`src/rtl/light_sequencer.sv`:
```
// ---------------------------------------------------------------------------
// light_sequencer
//   Steps NUM_LIGHTS lamp outputs through one of four patterns (fill, chase,
//   bounce, blink). The step rate is set by an internal prescaler.
//   The optional direction input is enabled by defining LIGHT_SEQ_DIR_EN.
//
// Ports
//   clk        in   system clock, rising edge
//   rst_n      in   synchronous active-low reset
//   on         in   run enable (level)
//   mode       in   pattern: 00 fill, 01 chase, 10 bounce, 11 blink
//   div        in   step period minus one, in clk cycles
//   dir        in   (LIGHT_SEQ_DIR_EN only) 1 = mirror the pattern bit-wise
//   lights     out  registered lamp drive, bit 0 = first lamp
//   step_pulse out  one-cycle strobe on every tick-driven lights update
//   wrap       out  one-cycle strobe on the tick that returns to position 0
// ---------------------------------------------------------------------------
// state | meaning
// IDLE  | lamps dark, waiting for on
// RUN   | prescaler counting, pattern advancing on each tick
// ---------------------------------------------------------------------------
module light_sequencer #(
    parameter int NUM_LIGHTS = 3,
    parameter int DIV_W      = 24
) (
    input  logic                  clk,
    input  logic                  rst_n,
    input  logic                  on,
    input  logic [1:0]            mode,
    input  logic [DIV_W-1:0]      div,
`ifdef LIGHT_SEQ_DIR_EN
    input  logic                  dir,
`endif
    output logic [NUM_LIGHTS-1:0] lights,
    output logic                  step_pulse,
    output logic                  wrap
);

    localparam int POS_W = $clog2(2 * NUM_LIGHTS - 2);

    typedef enum logic {IDLE = 1'b0, RUN = 1'b1} state_t;

    state_t                  state_q, state_d;
    logic [DIV_W-1:0]        cnt_q, cnt_d;
    logic [POS_W-1:0]        pos_q, pos_d, pos_nx;
    logic [2:0]              cfg_q, cfg_d;      // {dir, mode} latched together
    logic [2:0]              cfg_in;
    logic [NUM_LIGHTS-1:0]   lights_q, lights_d;
    logic                    step_q, step_d;
    logic                    wrap_q, wrap_d;
    logic                    dir_in;

`ifdef LIGHT_SEQ_DIR_EN
    assign dir_in = dir;
`else
    assign dir_in = 1'b0;
`endif

    assign cfg_in = {dir_in, mode};

    function automatic logic [NUM_LIGHTS-1:0] pattern(input logic [2:0] cfg,
                                                      input logic [POS_W-1:0] pos);
        int                    p;
        int                    idx;
        logic [NUM_LIGHTS-1:0] pat;
        logic [NUM_LIGHTS-1:0] rev;
        p   = int'(pos);
        // bounce runs back down after the top lamp without repeating it
        idx = (p < NUM_LIGHTS) ? p : (2 * NUM_LIGHTS - 2 - p);
        pat = '0;
        for (int i = 0; i < NUM_LIGHTS; i++) begin
            case (cfg[1:0])
                2'b00:   pat[i] = (i <= p);
                2'b01:   pat[i] = (i == p);
                2'b10:   pat[i] = (i == idx);
                default: pat[i] = (p == 0);
            endcase
        end
        for (int i = 0; i < NUM_LIGHTS; i++) begin
            rev[i] = pat[NUM_LIGHTS-1-i];
        end
        return cfg[2] ? rev : pat;
    endfunction

    function automatic logic [POS_W-1:0] next_pos(input logic [2:0] cfg,
                                                  input logic [POS_W-1:0] pos);
        int per;
        case (cfg[1:0])
            2'b10:   per = 2 * NUM_LIGHTS - 2;
            2'b11:   per = 2;
            default: per = NUM_LIGHTS;
        endcase
        return (int'(pos) == per - 1) ? '0 : pos + 1'b1;
    endfunction

    assign pos_nx = next_pos(cfg_q, pos_q);

    always_comb begin
        state_d  = state_q;
        cnt_d    = cnt_q;
        pos_d    = pos_q;
        cfg_d    = cfg_q;
        lights_d = lights_q;
        step_d   = 1'b0;
        wrap_d   = 1'b0;
        case (state_q)
            IDLE: begin
                lights_d = '0;
                cnt_d    = '0;
                pos_d    = '0;
                if (on) begin
                    state_d  = RUN;
                    cfg_d    = cfg_in;
                    lights_d = pattern(cfg_in, '0);
                end
            end
            RUN: begin
                if (!on) begin
                    // dropping on beats a coincident tick: no strobes
                    state_d  = IDLE;
                    lights_d = '0;
                    cnt_d    = '0;
                    pos_d    = '0;
                end else if (cnt_q >= div) begin
                    cnt_d  = '0;
                    step_d = 1'b1;
                    if (cfg_in != cfg_q) begin
                        cfg_d    = cfg_in;
                        pos_d    = '0;
                        lights_d = pattern(cfg_in, '0);
                    end else begin
                        pos_d    = pos_nx;
                        lights_d = pattern(cfg_q, pos_nx);
                        wrap_d   = (pos_nx == '0);
                    end
                end else begin
                    cnt_d = cnt_q + 1'b1;
                end
            end
            default: state_d = IDLE;
        endcase
    end

    always_ff @(posedge clk) begin
        if (!rst_n) begin
            state_q  <= IDLE;
            cnt_q    <= '0;
            pos_q    <= '0;
            cfg_q    <= '0;
            lights_q <= '0;
            step_q   <= 1'b0;
            wrap_q   <= 1'b0;
        end else begin
            state_q  <= state_d;
            cnt_q    <= cnt_d;
            pos_q    <= pos_d;
            cfg_q    <= cfg_d;
            lights_q <= lights_d;
            step_q   <= step_d;
            wrap_q   <= wrap_d;
        end
    end

    assign lights     = lights_q;
    assign step_pulse = step_q;
    assign wrap       = wrap_q;

endmodule

```
`config.mk`:
```
export PLATFORM = sky130hd
export DESIGN_NAME = light_sequencer
export DESIGN_NICKNAME = d
export VERILOG_FILES = /design/src/rtl/light_sequencer.sv
export SDC_FILE = /design/constraint.sdc
export NUM_CORES = 1
export LEC_CHECK = 0
export ABC_AREA = 0
export BUFFER_PORTS_ARGS = -buffer_cell sky130_fd_sc_hd__buf_2
export CAP_MARGIN = 30
export CORE_MARGIN = 4
export CORE_UTILIZATION = 50
export DETAILED_ROUTE_END_ITERATION = 10
export HOLD_SLACK_MARGIN = 0.15
export PLACE_DENSITY = 0.84
export SLEW_MARGIN = 20
export SYNTH_ARGS = -nofsm -noshare
export SYNTH_HDL_FRONTEND = slang
export SYNTH_SLANG_ARGS = --single-unit
```
`constraint.sdc`:
```
create_clock -name clk -period 1.8 [get_ports clk]
set_clock_uncertainty 0.05 [all_clocks]
set_input_delay 0.18 -clock clk [delete_from_list [all_inputs] [get_ports clk]]
set_output_delay 0.18 -clock clk [all_outputs]
set_load 0.01 [all_outputs]
```
==> PnR_summary.wiki <==
{| class="wikitable"
! Metric !! Value
|-
| Via count of the first global-routing pass || 2,112
|-
| Peak clock frequency supported by timing || 493 MHz
|-
| Switching Share || 0.232
|-
| Combinational power share || 0.129
|-
| Min Clock Period, post-route || 2.03 ns
|-
| Flop pwr share || 0.448
|-
| Worst-case setup slack after placement || -0.215 ns
|-
| TritonCTS clock tree || done
|-
| Number of top-level design ports || 34
|-
| Largest area contributor in the netlist || dfxtp_1
|-
| Max-slew violation count || 0
|-
| Placement Cell Area || 2830 sq um
|-
| Leftover overflow at the end of global routing || 0
|-
| Clock tree sinks || 34
|-
| Portion of total power attributed to the clock network || 0.424
|-
| Post-synth EDFFs || 0
|-
| Final worst path period share || 1.13
|-
| Mean Syn Cell Area || 8.19 sq um
|-
| Area of the core || 4350 sq um
|-
| # diodes || 0
|-
| Starting Density || 0.514
|-
| Transition at the pin with the smallest max-transition slack || 0.550 ns
|-
| Die Y || 74.9 um
|-
| GRT Total Usage || 0.215
|-
| Layout-stage area growth over the synthesis result || 45.2%
|-
| Critical path class || reg2reg
|-
| Post-route core utilization || 0.745
|-
| Most frequent cells after synthesis || 37 x nor2_1, 34 x dfxtp_1, 32 x inv_1, 32 x nand2_1, 31 x ha_1
|-
| Largest driver fanout on the critical path || 6
|-
| Max-cap check violation count || 0
|-
| Final net count || 425
|-
| Synth top area share || 0.304
|-
| Sequential element share of the synthesized area || 0.304
|-
| Cell with the most instances after synthesis || nor2_1
|-
| Post-Layout Cell Count || 417
|-
| Internal power of the cells || 1.31 mW
|-
| Worst min-delay path class || reg2reg
|-
| Area of the multi-input gates || 1640 sq um
|-
| DRC violation count after routing || 0
|-
| Crit end category || flip-flop
|-
| Number of buffer cells added on primary ports || 33
|-
| Cell Count Post-Placement || 398
|-
| Buffers from clock root to sink, at most || 2
|-
| Worst ir drop on vdd || 0.402 mV
|-
| Iter 0 DRT Violations || 99
|-
| Net count after synthesis || 333
|-
| Largest net degree at the start of global routing || 13
|-
| Overall die width || 74.9 um
|-
| Flip-flop and latch count after synthesis || 34
|-
| Layout filler cell count || 299
|-
| Outcome || complete, but fails checks
|-
| Syn Inst Count || 273
|-
| First-pass iteration count of the detailed router || 4
|-
| DR vias || 2,169
|-
| Count of cells along the worst hold path || 2
|-
| Startpoint type of the worst setup path || flip-flop
|-
| Number of antenna violations at the first check in global routing || 0
|-
| Worst max-slew margin expressed relative to the limit || 0.630
|-
| Hold Vio Cnt, Final || 0
|-
| Netlist area before placement || 2240 sq um
|-
| Design Area, Final || 3250 sq um
|-
| Endpoint required time on the critical path || 1.93 ns
|-
| Min setup slack post-route || -0.230 ns
|-
| Psw || 0.397 mW
|-
| Violations in the final reports || negative setup slack
|-
| Final HPWL from detailed placement || 3840 um
|-
| Core Rows || 24
|-
| Number of distinct library cells after synthesis || 35
|-
| Post-route antenna net violation count || 0
|-
| PwrDens || 527 nW/um^2
|-
| Total CTS buffers || 5
|-
| Placer congestion estimate || 0.828
|-
| Proportion of layout cells with a drive suffix above 1 || 0.356
|-
| Unrepaired setup endpoints after global routing || true
|-
| Share of flip-flops with an asynchronous set or reset || 0
|-
| Final total power || 1.71 mW
|-
| Routed length per instance || 13.6 um
|-
| Arrival time of data at the critical path endpoint || 2.16 ns
|-
| Vias per inst || 5.20
|-
| Worst R2R Path Depth || 8
|-
| Area taken by flip-flops and latches || 693 sq um
|-
| Total routed wirelength || 5680 um
|-
| Die ar. || 5610 sq um
|-
| Top cells by area in the synthesized netlist || dfxtp_1 30%, ha_1 17%, nor2_1 6.2%, xor2_1 5.5%, inv_1 5.4%
|-
| Final-report setup violation count || 33
|-
| Static Leak || 1.47 nW
|-
| Clock-pin slew on the worst setup and hold paths || 0.06 ns
|-
| Clock latency of the later-clocked register in the worst-skew pair || 0.30 ns
|-
| Number of warning messages in the yosys log || 0
|-
| Global-route wire length before repair || 9070 um
|-
| Buffer type at the clock tree root || clkbuf_8
|-
| H-tree levels || 2
|-
| Top flip-flop cell by instance count after synthesis || dfxtp_1
|}
[sequential cells by signal (all words and copies together), names as in the netlist]
name and flops:
step_pulse 1, pos_q 2, lights 3, state_q 1
cnt_q 24, cfg_q 2, wrap 1
[power groups by stage]
stage          logic, mW  clock network, mW  registers [mW]
6_report           0.220              0.726           0.766
5_1_grt            0.246              0.765           0.767
4_1_cts            0.206              0.736           0.766
3_5_place_dp       0.172                  0           0.783
3_3_place_gp       0.166                  0           0.783
2_1_floorplan     0.0957                  0           0.786
[timing repair]
item	in CTS	in global routing
buffers inserted	3	3
hold endpoints to repair	5	0
hold buffers	6	0
pin swaps	13	11
setup endpoints to repair	33	33
gates resized for setup	19	13
[worst max-delay path, cell delays in order (launching register included)]
cell      delay, ns
dfxtp_2        0.34
ha_4           0.27
nand4_4        0.13
nor4_4         0.32
nand3_2        0.14
o211ai_4       0.29
buf_4          0.18
o21ai_1        0.06
o311a_1        0.14
[through the flow]
stage / hold slack (ns) / setup TNS [ns]
CTS: 0.421 / -3.42
floorplan: 0.269 / -1.80
detailed placement: 0.405 / -5.35
global placement: 0.400 / -4.32
global route: 0.456 / -7.13
finish: 0.419 / -3.70
[cell type report]
cell class              instances  share of cell area
flip-flops and latches         34               0.214
inverters                      32              0.0370
well taps                      52              0.0200
repair buffers                 87               0.189
clock inverters                 1             0.00925
clock buffers                   6              0.0254
multi-input cells             205               0.505
[metal layers]
layer | up-vias | share of wire | global-route usage
met5 | - | 0 | 0
met4 | 0 | 0.031 | 0.111
met3 | 18 | 0.039 | 0.0574
met2 | 42 | 0.51 | 0.364
met1 | 1008 | 0.42 | 0.248
li1 | 1101 | - | -
[kinds of logic (layout without fill, tap and decap cells)]
logic type | after synthesis | after routing | share of synthesized area
buffers and inverters | 34 | 126 | 0.0638
adder cells (fa/ha/maj) | 31 | 31 | 0.173
multiplexers | 4 | 4 | 0.0179
XOR/XNOR | 24 | 24 | 0.0940
AO/OA/AOI/OAI | 37 | 37 | 0.109
AND/OR/NAND/NOR | 109 | 109 | 0.237
flip-flops | 34 | 34 | 0.304
[path summary, 6_finish.rpt]
path / startpoint / to / slack, ns
worst max-delay path: cnt_q[20] / lights[0] / -0.23
worst min-delay path: lights[1] / lights[1] / 0.42
worst max register to register: cnt_q[20] / lights[0] / -0.23
worst min register to register: lights[1] / lights[1] / 0.42
[placed cells by master, fill, tap and decap left out, types with 2 or more instances in the layout]
cell,instances
a21oi_1,11
and3_1,6
buf_12,2
buf_2,33
buf_4,45
clkbuf_8,6
dfxtp_1,24
dfxtp_2,10
dlygate4sd3_1,6
ha_1,19
ha_4,12
inv_1,31
mux2i_1,4
nand2_1,29
nand2_2,3
nand2b_1,3
nand3_1,8
nand4_1,4
nor2_1,36
nor3_1,4
nor3_2,2
nor3b_1,2
nor4_4,2
o211a_1,2
o21ai_0,12
o21ai_1,2
xnor2_1,10
xor2_1,14
Note: power is estimated with default switching activity, not from simulation.
